File: src/rtl/mux_sched_pkg.sv
// ============================================================================
// Module : mux_sched_pkg
// Brief  : Shared constants, FSM state encoding and helpers for mux_sched_4.
// Rev    : 1.0 - initial release
// ============================================================================
`default_nettype none

package mux_sched_pkg;

  localparam int N_REQ    = 4;
  localparam int SEL_W    = 2;
  localparam int TENURE_W = 8;
  localparam int DATA_W   = 4;

  typedef enum logic [0:0] {
    IDLE  = 1'b0,
    GRANT = 1'b1
  } state_t;

  function automatic logic [N_REQ-1:0] oneHot(input logic [SEL_W-1:0] idx);
    oneHot      = '0;
    oneHot[idx] = 1'b1;
  endfunction

endpackage

`default_nettype wire

File: src/rtl/rr_pick4.sv
// ============================================================================
// Module : rr_pick4
// Brief  : Combinational 4-way round-robin picker; scans upward from
//          last_owner+1 with wrap and reports the first set request.
// Rev    : 1.0 - initial release
// ============================================================================
`default_nettype none

module rr_pick4
  import mux_sched_pkg::*;
(
  input  logic [N_REQ-1:0] req,
  input  logic [SEL_W-1:0] last_owner,
  output logic             any,
  output logic [SEL_W-1:0] winner
);

  logic [SEL_W-1:0] w_idx;
  logic             w_found;

  // The final iteration lands back on last_owner, so it only wins when alone.
  always_comb begin
    any     = |req;
    winner  = last_owner;
    w_found = 1'b0;
    w_idx   = last_owner;
    for (int k = 1; k <= N_REQ; k++) begin
      w_idx = last_owner + SEL_W'(k);
      if (!w_found && req[w_idx]) begin
        winner  = w_idx;
        w_found = 1'b1;
      end
    end
  end

endmodule

`default_nettype wire

File: src/rtl/mux_sched_4.sv
// ============================================================================
// Module : mux_sched_4
// Brief  : 4-requester round-robin arbiter with registered grant/select and
//          one-cycle-latency data mux of the current owner.
//          Optional macro ARB_TIMEOUT_EN bounds owner tenure to MAX_TENURE.
// Rev    : 1.0 - initial release
// ============================================================================
`default_nettype none

module mux_sched_4
  import mux_sched_pkg::*;
#(
  parameter int MAX_TENURE = 8
)
(
  input  logic              clk,
  input  logic              rst_n,
  input  logic [N_REQ-1:0]  req,
  input  logic [DATA_W-1:0] din0,
  input  logic [DATA_W-1:0] din1,
  input  logic [DATA_W-1:0] din2,
  input  logic [DATA_W-1:0] din3,
  output logic [N_REQ-1:0]  grant,
  output logic [SEL_W-1:0]  select,
  output logic [DATA_W-1:0] dout,
  output logic              dout_valid
);

  if ((MAX_TENURE < 2) || (MAX_TENURE > (1 << TENURE_W) - 1)) begin : g_badTenure
    $error("mux_sched_4: MAX_TENURE out of range 2..255");
  end

  state_t             r_state;
  state_t             w_nextState;
  logic [N_REQ-1:0]   r_grant;
  logic [SEL_W-1:0]   r_select;
  logic [SEL_W-1:0]   w_nextSelect;
  logic [SEL_W-1:0]   r_lastOwner;
  logic [DATA_W-1:0]  r_dout;
  logic               r_doutValid;
  logic               w_any;
  logic [SEL_W-1:0]   w_winner;
  logic               w_take;
  logic               w_timeout;
  logic               w_dataLoad;
  logic [DATA_W-1:0]  w_ownerData;

  rr_pick4 u_pick (
    .req        (req),
    .last_owner (r_lastOwner),
    .any        (w_any),
    .winner     (w_winner)
  );

`ifdef ARB_TIMEOUT_EN
  logic [TENURE_W-1:0] r_tenure;
  localparam logic [TENURE_W-1:0] TENURE_LAST = TENURE_W'(MAX_TENURE - 1);

  assign w_timeout = (r_tenure == TENURE_LAST) && |(req & ~r_grant);

  // Cleared whenever ownership moves or the arbiter idles; saturates otherwise.
  always_ff @(posedge clk or negedge rst_n) begin
    if (!rst_n) begin
      r_tenure <= '0;
    end else if (w_take || (w_nextState == IDLE)) begin
      r_tenure <= '0;
    end else if ((r_state == GRANT) && (r_tenure != TENURE_LAST)) begin
      r_tenure <= r_tenure + 1'b1;
    end
  end
`else
  assign w_timeout = 1'b0;
`endif

  always_comb begin
    w_nextState  = r_state;
    w_take       = 1'b0;
    case (r_state)
      IDLE: begin
        if (w_any) begin
          w_nextState = GRANT;
          w_take      = 1'b1;
        end
      end
      GRANT: begin
        if (!req[r_select]) begin
          if (w_any) begin
            w_take = 1'b1;
          end else begin
            w_nextState = IDLE;
          end
        end else if (w_timeout) begin
          w_take = 1'b1;
        end
      end
      default: w_nextState = IDLE;
    endcase
    w_nextSelect = w_take ? w_winner : r_select;
  end

  always_comb begin
    case (r_select)
      2'd0:    w_ownerData = din0;
      2'd1:    w_ownerData = din1;
      2'd2:    w_ownerData = din2;
      default: w_ownerData = din3;
    endcase
  end

  assign w_dataLoad = |(r_grant & req);

  always_ff @(posedge clk or negedge rst_n) begin
    if (!rst_n) begin
      r_state     <= IDLE;
      r_grant     <= '0;
      r_select    <= '0;
      r_lastOwner <= SEL_W'(N_REQ - 1);
      r_dout      <= '0;
      r_doutValid <= 1'b0;
    end else begin
      r_state  <= w_nextState;
      r_grant  <= (w_nextState == GRANT) ? oneHot(w_nextSelect) : '0;
      r_select <= w_nextSelect;
      if (w_take) begin
        r_lastOwner <= w_winner;
      end
      if (w_dataLoad) begin
        r_dout      <= w_ownerData;
        r_doutValid <= 1'b1;
      end else begin
        r_doutValid <= 1'b0;
      end
    end
  end

  assign grant      = r_grant;
  assign select     = r_select;
  assign dout       = r_dout;
  assign dout_valid = r_doutValid;

endmodule

`default_nettype wire

File: config.mk
export PLATFORM = sky130hd
export DESIGN_NAME = mux_sched_4
export DESIGN_NICKNAME = d
export VERILOG_FILES = /design/src/rtl/mux_sched_pkg.sv /design/src/rtl/rr_pick4.sv /design/src/rtl/mux_sched_4.sv
export SDC_FILE = /design/constraint.sdc
export NUM_CORES = 1
export LEC_CHECK = 0
export CORE_MARGIN = 3
export CORE_UTILIZATION = 46
export CTS_CLUSTER_DIAMETER = 40
export DETAILED_ROUTE_END_ITERATION = 6
export GPL_TIMING_DRIVEN = 0
export HOLD_SLACK_MARGIN = 0.15
export PLACE_DENSITY = 0.92
export SETUP_SLACK_MARGIN = 0.3
export SLEW_MARGIN = 5
export SYNTH_ARGS = -nofsm -noshare
export SYNTH_HDL_FRONTEND = slang
export SYNTH_HIERARCHICAL = 1
export SYNTH_SLANG_ARGS = --single-unit
export TNS_END_PERCENT = 30
File: constraint.sdc
create_clock -name clk -period 2.2 [get_ports clk]
set_clock_uncertainty 0.1 [all_clocks]
set_input_delay 0.44 -clock clk [delete_from_list [all_inputs] [get_ports clk]]
set_output_delay 0.44 -clock clk [all_outputs]
set_load 0.005 [all_outputs]
==> impl_metrics.toml, run 1 <==
[min_path]
hold_end = "dout[1]"
hold_class = "flop to flop"
worstHoldStart = "dout[1]"
hold_path_depth = 1

[global_route]
overflow = 0
grt_max_degree = 15
gr-usage-all-layers_pct = 20.40
grt_pass1_vias = 784
grt_pass1_wl_mm = 3.815
antenna_found_initial = 0

[detailed_routing]
wl_per_cell_um = 17.05
drtAntennaViolNets = 0
viasPerCell = 5.840
drt_iter0_markers = 23
drc = 0
firstDrtPassIters = 4
wirelength_mm = 2.234
vias = 765

[clocking]
cts_buffers = 3
path_clk_slew_ns = 0.09
post_cts_buffers = 0
root_buffer = "clkbuf_4"
clk_latency_ns = 0.28
cts_tree = "yes"
cts_buffer_depth = 2
clkSinkCount = 14
cts.htree.levels = 1
cts_hold_buf = 0

[placement]
place_hpwl_mm = 1.676
dpl.cell_count = 127
port_buffers = 32
routabilityCongestion = 0.8750

[synth]
synth.area.mux_share_pct = 27.35
synth-seq-cells = 14
synth_edf_count = 0
synth-compound-area-share_pct = 15.44
synth_top_area_share_pct = 35.29
synth_top_family_by_area = "multiplexers"
async_flop_share_pct = 100.0
synth_warnings = 6
syn_area_um2 = 850.8
synth-simple-area-share_pct = 12.21
syn_nets = 93
yosysTopAreaCell = "dfrtp_1"
synth_fa_ha_area_share_pct = 0
yosys-top-cells-area = "dfrtp_1 35%, mux4_2 11%, dfstp_2 6.2%"
postSynthCellCount = 71
synth-xor-area-share_pct = 0
postSynthAreaPerCell_um2 = 11.98
seq_area_frac_synth_pct = 41.47
ys_types = 34
ys.flop_type = "dfrtp_1"

[floorplan]
dieArea_mm2 = 0.002401
fp-row-count = 14
core_mm2 = 0.001629
die-width_um = 49.01
io_pins = 33
die_h_um = 49.01
initial_core_util_pct = 52.23

[final_layout]
fin_cells = 131
n_fill_cell = 106
antenna_cells = 0
drive_above_1_share_pct = 20.56
syn_to_final_growth_pct = 46.03
nNetsFinal = 130

[sta]
max_freq_mhz = 540.5
worstMarginPinSlew_ns = 0.6455
hold_viol = 0
period_minus_slack_ns = 1.850
slew-limit-headroom_pct = 56.83
whs_ns = 0.4117
grt_setup_unrepaired = "no"
tns_ns = 0
fin_crit_sh_pct = 84.09
slew_violations = 0
setup-violations-final = 0

[critical_path]
crit_required_ns = 2.27
reg2reg_from = "r_lastOwner[1]"
criticalPathCategory = "input pin to flop"
rr_worst_depth = 6
critPathArrivalTime_ns = 1.92
end_kind = "flop"
regToRegEndpoint = "grant[2]"
crit_path_max_fanout = 5
worstSetupStartpointType = "input pin"
rrSetupSlack_ns = 0.50

[job]
max-cap-violations = 0

[pwr]
power_mw = 1.606
p_per_area_mw_per_mm2 = 1292
power_leakage_nw = 0.5160
ir_drop_mv = 0.8694

[status]
status = "finished clean"
sequential cells by signal, indices dropped and copies added, names as in the netlist:
register / flops
dout: 4
dout_valid: 1
grant: 4
r_lastOwner: 2
r_state: 1
select: 2
per-layer routing:
layer	share of wire [%]	vias to the layer above	global-route usage, %	wire length [um]
met5	0	-	0	0
met4	1.3	0	7.583	28
met3	7.7	6	4.893	173
met2	49	47	34.84	1087
met1	42	363	24.80	945
li1	-	349	-	-
layout make-up:
cell class / instances / area (um^2) / area share (%)
flip-flops and latches: 14 / 352.8 / 28.40
inverters: 3 / 11.26 / 0.9063
repair buffers: 32 / 325.3 / 26.18
clock buffers: 4 / 36.28 / 2.920
well taps: 24 / 30.03 / 2.417
multi-input cells: 52 / 467.9 / 37.66
plain buffers: 2 / 18.77 / 1.511
critical path, cell delays in order:
cell and delay, ns:
clkdlybuf4s50_1 0.59, a21oi_1 0.09, a31oi_1 0.16, a21oi_1 0.12
nand2_1 0.17, nor2_1 0.07, mux2_4 0.27
Yosys cell counts (2+ instances only):
cell type,count
a21oi_1,2
a22oi_1,2
dfrtp_1,12
dfstp_2,2
inv_1,3
mux2_2,4
mux2_4,2
mux2i_1,2
mux4_2,4
nand2_1,7
nand2b_1,2
nor2_1,5
o21ai_1,2
o2bb2ai_1,2
logic make-up (layout without fill, tap and decap cells):
logic type,Yosys count,count (layout)
AND/OR/NAND/NOR,21,21
AO/OA/AOI/OAI,16,16
multiplexers,15,15
flip-flops,14,14
buffers and inverters,5,41
metrics by stage:
stage          area (um^2)  util (%)  worst slack [ns]
2_1_floorplan        850.8         -            0.6808
3_3_place_gp          1201     73.73            0.1053
3_5_place_dp          1201     73.73           0.07438
4_1_cts               1237     75.96            0.3612
5_1_grt               1242     76.27            0.2904
6_report              1242     76.27            0.3500
layout by cell type (no fill, tap or decap), types with 3 or more instances in the layout:
cell type        instances
clkdlybuf4s50_1         30
dfrtp_1                 12
nand2_1                  7
nor2_1                   5
mux4_2                   4
mux2_2                   4
inv_1                    3
clkbuf_4                 3
what timing repair did:
| action | 4_1_cts | 5_1_grt |
|---|---|---|
| endpoints found under the setup margin | 0 | 2 |
| gates resized for setup | 0 | 2 |
| hold endpoints to repair | 0 | 0 |
how the worst max path moves through the flow:
| stage | cells past startpoint | slack (ns) | start | end |
|---|---|---|---|---|
| 3_3_place_gp | 4 | 0.11 | req[3] | grant[0] |
| 6_report | 7 | 0.35 | req[0] | grant[2] |
| 2_1_floorplan | 3 | 0.68 | select[1] | dout[3] |
| 3_5_place_dp | 6 | 0.07 | req[2] | grant[2] |
| 5_1_grt | 6 | 0.29 | req[0] | grant[2] |
| 4_1_cts | 4 | 0.36 | req[3] | grant[2] |
power by group:
part / switching, mW / internal (mW)
combinational: 0.397 / 0.541
clock: 0.0887 / 0.101
sequential: 0.0872 / 0.391
Power figures use the tool's default switching activity.
==> inputs of run 2 (changes only) <==
--- a/config.mk
+++ b/config.mk
@@ -6,12 +6,12 @@
 export NUM_CORES = 1
 export LEC_CHECK = 0
 export CORE_MARGIN = 3
-export CORE_UTILIZATION = 46
+export CORE_UTILIZATION = 38
 export CTS_CLUSTER_DIAMETER = 40
 export DETAILED_ROUTE_END_ITERATION = 6
 export GPL_TIMING_DRIVEN = 0
 export HOLD_SLACK_MARGIN = 0.15
-export PLACE_DENSITY = 0.92
+export PLACE_DENSITY = 0.82
 export SETUP_SLACK_MARGIN = 0.3
 export SLEW_MARGIN = 5
 export SYNTH_ARGS = -nofsm -noshare
==> constraint.sdc (replaced) <==
create_clock -name clk -period 1.59 [get_ports clk]
set_clock_uncertainty 0.1 [all_clocks]
set_input_delay 0.318 -clock clk [delete_from_list [all_inputs] [get_ports clk]]
set_output_delay 0.318 -clock clk [all_outputs]
set_load 0.005 [all_outputs]
==> run 2 against run 1 <==
  * The run now ends with setup timing left
  * Register-to-register slack lost 0.64 ns
  * Utilization shrank 6.7 points
  * Clock power is 40% higher
  * Worst hold slack worse by 0.098 ns
  * Non-clock buffer count grew 14
  * Critical path type is now flop to flop
  * Highest routed layer unchanged
==> impl_metrics.toml, run 2 (same netlist as run 1, synthesis figures left out) <==
[status]
status = "finished, violations left"
violations = "setup timing"

[pwr]
ir_drop_mv = 1.132
intPower_mw = 1.694
seqPwrFrac_pct = 25.4
p_per_area_mw_per_mm2 = 1903
power_leakage_nw = 0.6486
p_sw_mw = 1.008
swShare_pct = 37.31
power_frac_comb_pct = 64.8
power_frac_clock_pct = 9.8
power_mw = 2.703

[detailed_routing]
wl_per_cell_um = 19.55
vias = 843
viasPerCell = 5.696
drt_iter0_markers = 6
drtAntennaViolNets = 0
wirelength_mm = 2.893
drc = 0
firstDrtPassIters = 4

[final_layout]
final_common_cell = "clkdlybuf4s50_1"
antenna_cells = 0
final_core_util_pct = 69.55
drive_above_1_share_pct = 44.63
nNetsFinal = 144
layout_common_cells = "17 x clkdlybuf4s50_1, 12 x dfrtp_1, 12 x buf_4"
final_area_mm2 = 0.001420
fin_cells = 148
n_fill_cell = 154
syn_to_final_growth_pct = 66.91

[placement]
port_buffers = 32
dpl.cell_count = 130
routabilityCongestion = 0.8018
dpl_worst_slack_ns = -0.4166
placed_area_mm2 = 0.001205
place_hpwl_mm = 1.628

[floorplan]
initial_core_util_pct = 41.67
fp-row-count = 16
dieArea_mm2 = 0.002842
die_h_um = 53.32
core_mm2 = 0.002042
io_pins = 33
die-width_um = 53.32

[clocking]
cts.htree.levels = 1
cts_tree = "yes"
path_clk_slew_ns = 0.09
clkSinkCount = 14
cts_buffers = 3
root_buffer = "clkbuf_4"
clk_latency_ns = 0.29
cts_buffer_depth = 2
cts_hold_buf = 0

[global_route]
overflow = 0
grt_pass1_wl_mm = 3.974
grt_pass1_vias = 832
grt_max_degree = 15
antenna_found_initial = 0
gr-usage-all-layers_pct = 20.04

[sta]
whs_ns = 0.3135
period_minus_slack_ns = 1.730
setup_ws_ns = -0.1399
slew-limit-headroom_pct = 58.02
max_freq_mhz = 578.1
setup-violations-final = 8
grt_setup_unrepaired = "yes"
worstMarginPinSlew_ns = 0.6277
hold_viol = 0
fin_crit_sh_pct = 108.8
slew_violations = 0
tns_ns = -0.6468

[min_path]
hold_class = "input pin to asynchronous set/reset pin"

[critical_path]
end_kind = "flop"
rr_worst_depth = 6
criticalPathCategory = "flop to flop"
critPathArrivalTime_ns = 1.81
crit_path_max_fanout = 7
worstSetupStartpointType = "flop"
crit_required_ns = 1.67

[job]
max-cap-violations = 0
run 2: cell types whose count changed in the layout (fill, tap and decap cells not counted), sizes merged:
cell / delta
buf: +15
clkdlybuf4s50: -13
clkbuf: +5
dlygate4sd2: +5
dlymetal6s2s: +2
run 2: power by group through the flow:
stage | combinational (mW) | clock (mW) | sequential (mW)
after floorplan | 0.807 | 0 | 0.662
after global placement | 1.25 | 0 | 0.651
after detailed placement | 1.28 | 0 | 0.662
after CTS | 1.48 | 0.269 | 0.651
after global routing | 1.86 | 0.281 | 0.711
final | 1.75 | 0.264 | 0.687
run 2: critical path, cell delays in order (launching register included):
cell,delay (ns)
dfstp_2,0.66
a21oi_2,0.11
a31oi_4,0.18
a21oi_2,0.11
nand2_2,0.14
nor2_2,0.05
mux2_4,0.26
run 2: metal layers:
| layer | wire, um | global-route usage [%] |
|---|---|---|
| met1 | 960 | 20.18 |
| met2 | 1472 | 36.12 |
| met3 | 354 | 7.324 |
| met4 | 106 | 8.936 |
| met5 | 0 | 0 |
run 2: path summary, 6_finish.rpt:
| path | startpoint | endpoint | slack [ns] |
|---|---|---|---|
| setup / recovery | r_lastOwner[1] | grant[2] | -0.14 |
| hold / removal | rst_n | grant[1] | 0.31 |
| setup reg to reg | r_lastOwner[1] | grant[2] | -0.14 |
| hold reg to reg | dout[1] | dout[1] | 0.40 |
| max in group asynchronous | rst_n | select[0] | 0.68 |
| min in group clk | dout[1] | dout[1] | 0.40 |
run 2: layout make-up:
cell class | instances | area (um^2) | area share (%)
tap | 27 | 33.78 | 2.379
multi-input combinational | 52 | 550.5 | 38.77
buffer | 2 | 22.52 | 1.586
sequential | 14 | 352.8 | 24.85
clock buffer | 4 | 36.28 | 2.555
inverter | 3 | 11.26 | 0.7930
timing repair buffer | 46 | 412.9 | 29.07
run 2: what timing repair did:
item	4_1_cts	5_1_grt
setup endpoints to repair	24	24
pin swaps	7	6
gates resized for setup	18	28
setup buffers	10	4
==> inputs of run 3 (changes only) <==
--- a/config.mk
+++ b/config.mk
@@ -5,6 +5,7 @@
 export SDC_FILE = /design/constraint.sdc
 export NUM_CORES = 1
 export LEC_CHECK = 0
+export ABC_CLOCK_PERIOD_IN_PS = 1590
 export CORE_MARGIN = 3
 export CORE_UTILIZATION = 38
 export CTS_CLUSTER_DIAMETER = 40
==> results of run 3 <==
Final layout, timing and power as in run 2 (identical DEF).
==> patch 1 (config.mk and constraints of run 1) <==
Build with the macro `ARB_TIMEOUT_EN` defined.
--- a/src/rtl/mux_sched_4.sv
+++ b/src/rtl/mux_sched_4.sv
@@ -8,2 +8,4 @@
 `default_nettype none
+
+`define ARB_TIMEOUT_EN
 
Function: changed (Yosys sat finds a counterexample within 10 cycles, from zero or initial values and one cycle with rst_n low).
==> patch 1 against run 1 <==
The flow now finishes with violations (negative setup slack). Area after synthesis up 48%. Design area grew 39%. Wire length up 33%. Synthesized cell count is 54% higher. First-iteration DRC count rose by 52%. Total power increased by 28%. Sequential cell count increased by 8. Worst setup slack lost 0.37 ns. Critical endpoint is now select[0]. Largest power group unchanged.
==> patch 1: results (changes against run 1) <==
Synth Register Bits: 22 (+8)
Setup TNS: -0.0379 ns (-0.0379 ns)
slowest stage delay, CP: 0.51 ns (-0.08 ns)
FF-to-FF End: select[0]
critical path's slowest cell: or4_1
outcome: finished with violations
fill cell count: 179 (+69%)
placed inst area: 1620 um^2 (+35%)
multiplexer area fraction after synthesis: 19.5% (-7.9 points)
Max Fanout on Critical Path: 4 (-1)
first-pass GRT wire length: 5000 um (+31%)
clock-pin slew on the worst setup and hold paths: 0.12 ns (+0.03 ns)
Worst Hold Launch: dout[0]
Leak: 0.759 nW (+47%)
dpl hpwl: 2220 um (+32%)
Via Count: 984 (+29%)
gpl congestion: 0.782 (-11%)
Final Hold Slack: 0.422 ns (+0.0104 ns)
Sequential Area: 553 um^2 (+57%)
sequential share of cell area: 32.0% (+3.6 points)
Compound-Gate Fraction of Synth Area: 10.8% (-4.6 points)
largest net degree at the start of global routing: 23 (+8)
Synth cell types: 37 (+8.8%)
vias in the first global route: 1063 (+36%)
Critical R2R Launch: r_tenure[4]
Worst Path Arrival: 2.32 ns (+0.40 ns)
Setup violations, final: 3 (+3)
failing checks: negative setup slack
insertion delay to the later sink of the worst-skew pair: 0.30 ns (+0.02 ns)
share of layout cells above drive strength 1: 25.7% (+5.1 points)
setup ws final: -0.0202 ns (-0.370 ns)
clk tree area frac: 2.10% (-0.82 points)
post-synthesis sequential area ratio: 43.9% (+2.5 points)
Synth top cells by count: 20 x dfrtp_1, 13 x nor2_1, 7 x nand2_1
WL/cell: 16.3 um (-4.4%)
dpl cells: 171 (+35%)
Post-Synth XOR/XNOR Area: 4.17% (+4.2 points)
initial DRC count: 35 (+52%)
Slew @ Worst Pin: 0.952 ns (+0.306 ns)
Setup WS pre-CTS: -0.453 ns (-0.528 ns)
VDD IR max: 0.991 mV (+14%)
post-synth net total: 132 (+42%)
Buffers excl. clock: 43 (+26%)
## patch 1: timing repair
action                     in CTS  in global routing
setup buffers                   4                  3
setup endpoints to repair      15                 16
hold endpoints to repair        0                  0
resized for setup               4                  3
pin swaps                       7                  3
gates cloned                    0                  0
## patch 1: worst max-delay path, delay by kind of cell (launching register included)
family	cells	cell delay, ns
and+or+nand+nor	2	0.85
DFF	1	0.42
muxes	1	0.32
AOI/OAI and AO/OA	2	0.31
buffers and inverters	1	0.13
## patch 1: metal layers
layer / GRT usage, % / part of all wire (%) / up-vias / routed length, um
met5: 0 / 0 / - / 0
met4: 6.95 / 1.1 / 0 / 33
met3: 2.63 / 2.1 / 4 / 61
met2: 32.1 / 53 / 19 / 1580
met1: 25.3 / 44 / 483 / 1300
li1: - / - / 478 / -
## patch 1: power by group
group          switching [mW]  leakage, nW  total, mW  internal (mW)
Sequential              0.105        0.274      0.661          0.555
Clock                   0.121       0.0210      0.221          0.101
Combinational           0.501        0.464       1.17          0.670
Total                   0.726        0.759       2.05           1.33
==> patch 2 (settings of run 1) <==
Made on the original files. The package constant `DATA_W` goes from 4 to 5.
--- a/src/rtl/mux_sched_pkg.sv
+++ b/src/rtl/mux_sched_pkg.sv
@@ -12,3 +12,3 @@
   localparam int TENURE_W = 8;
-  localparam int DATA_W   = 4;
+  localparam int DATA_W   = 5;
 
Interface: changed (5 resized); port bits go from 33 to 38. No check against the original RTL was run, so the function may have changed too.
==> patch 2 against run 1 <==
Count of clock-buffer cells in the layout stayed put. Combinational power is 4.3% lower. Area after synthesis is 1.5% higher. Sequential cell count is 1 higher. Clock power is 15% lower. First-iteration DRC count is 22% higher. Design area is 4.2% higher. Wire length is 9.8% higher. Global-route usage is 1.4 points higher. Total power is 1.7% lower. Worst setup slack worse by 0.012 ns. Utilization is 2.1 points lower. Register-to-register slack better by 0.05 ns.
==> patch 2: results (changes against run 1) <==
initial antenna violation count: 0 (unchanged)
share of layout cells above drive strength 1: 18.6% (-2.0 points)
vias in the first global route: 805 (+2.7%)
post-synth net total: 98 (+5.4%)
max reg flops: 5
Worst Path Arrival: 1.99 ns (+0.07 ns)
critical path's slowest cell: clkdlybuf4s50_1
fill cell count: 130 (+23%)
port bufs: 37 (+16%)
final WL: 2450 um (+9.8%)
dpl hpwl: 1840 um (+9.6%)
worst hold path type: reg -> reg
ant diodes: 0 (unchanged)
Leak: 0.519 nW (+0.64%)
Pre-antenna DRT Iters: 4 (unchanged)
synth top area cells: dfrtp_1 38%, mux4_2 10%, mux2_2 9.1%
Synth top cells by count: 13 x dfrtp_1, 8 x nand2_1, 7 x mux2_2
dpl cells: 134 (+5.5%)
ys async rst share: 100% (unchanged)
outcome: complete, no violations
H-tree Lvls: 1 (unchanged)
Cells after Synth: 72 (+1.4%)
Max Fanout on Critical Path: 8 (+3)
Max clock buf depth: 2 (unchanged)
gpl congestion: 0.853 (-2.5%)
Ys Warns: 6 (unchanged)
first-pass GRT wire length: 3970 um (+4.2%)
VDD IR max: 0.837 mV (-3.7%)
Worst path top cell family by delay: buffers and inverters
Num CTS Buffers: 3 (unchanged)
Synth cell types: 28 (-18%)
clock-pin slew on the worst setup and hold paths: 0.09 ns (about the same)
Setup WS pre-CTS: -0.0155 ns (-0.0899 ns)
post-synthesis sequential area ratio: 43.8% (+2.3 points)
Slew @ Worst Pin: 0.654 ns (+0.00889 ns)
DR vias/cell: 5.82 (-0.36%)
initial DRC count: 28 (+22%)
fin nets: 140 (+7.7%)
WL/cell: 17.8 um (+4.3%)
Int Pwr: 1.02 mW (-0.88%)
gr usage total: 21.8% (+1.4 points)
insertion delay to the later sink of the worst-skew pair: 0.29 ns
DRT antenna net count: 0 (unchanged)
Root Buffer: clkbuf_4
slowest stage delay, CP: 0.65 ns (+0.06 ns)
largest net degree at the start of global routing: 16 (+1)
## patch 2: area by class of cell
cell class	instances	share of cell area, %
plain buffers	2	1.26
clock buffers	4	2.03
inverters	2	0.580
multi-input cells	53	35.9
flip-flops and latches	15	29.2
well taps	25	2.42
repair buffers	37	28.6
## patch 2: worst reg2reg max path, delay by kind of cell (launching register included)
| family | cells | cell delay, ns |
|---|---|---|
| mux | 2 | 0.79 |
| flops | 1 | 0.46 |
| buf+inv | 1 | 0.20 |
## patch 2: per-layer routing
metal / global-route usage, % / wire (um) / vias up
met5: 0 / 0 / -
met4: 8.53 / 46 / 0
met3: 6.42 / 216 / 7
met2: 38.6 / 1230 / 46
met1: 24.3 / 958 / 387
li1: - / - / 363
## patch 2: logic make-up after synthesis
family / after synthesis / synth area share [%]
AO/OA/AOI/OAI: 16 / 13.5
buffers and inverters: 4 / 2.75
flip-flops: 15 / 43.8
multiplexers: 16 / 27.2
AND/OR/NAND/NOR: 21 / 12.8
## patch 2: per-stage QoR
stage / instance area (um^2) / total power, mW / util (%)
global placement: 1260 / 1.37 / 72.5
floorplan: 863 / 1.03 / -
finish: 1290 / 1.58 / 74.2
global route: 1290 / 1.67 / 74.2
detailed placement: 1260 / 1.41 / 72.5
CTS: 1290 / 1.58 / 74.2
## patch 2: power groups by stage
stage                     clock network, mW  logic [mW]  registers (mW)
final                                 0.160       0.898           0.519
after floorplan                           0       0.515           0.519
after CTS                             0.165       0.897           0.517
after detailed placement                  0       0.885           0.524
after global routing                  0.175       0.963           0.535
after global placement                    0       0.854           0.513
## patch 2: final timing paths
path,from,depth (start not counted),slack (ns),endpoint
max,req[3],4,0.34,r_lastOwner[1]
min,dout[2],1,0.41,dout[2]
max reg2reg,select[0],3,0.55,dout[3]
min reg2reg,dout[2],1,0.41,dout[2]
max in group asynchronous,rst_n,1,1.14,dout[4]
min in group asynchronous,rst_n,1,0.44,dout[2]
## patch 2: repair_timing
action	CTS	global route
endpoints found under the setup margin	1	0
buffers inserted	0	0
resized for setup	1	0
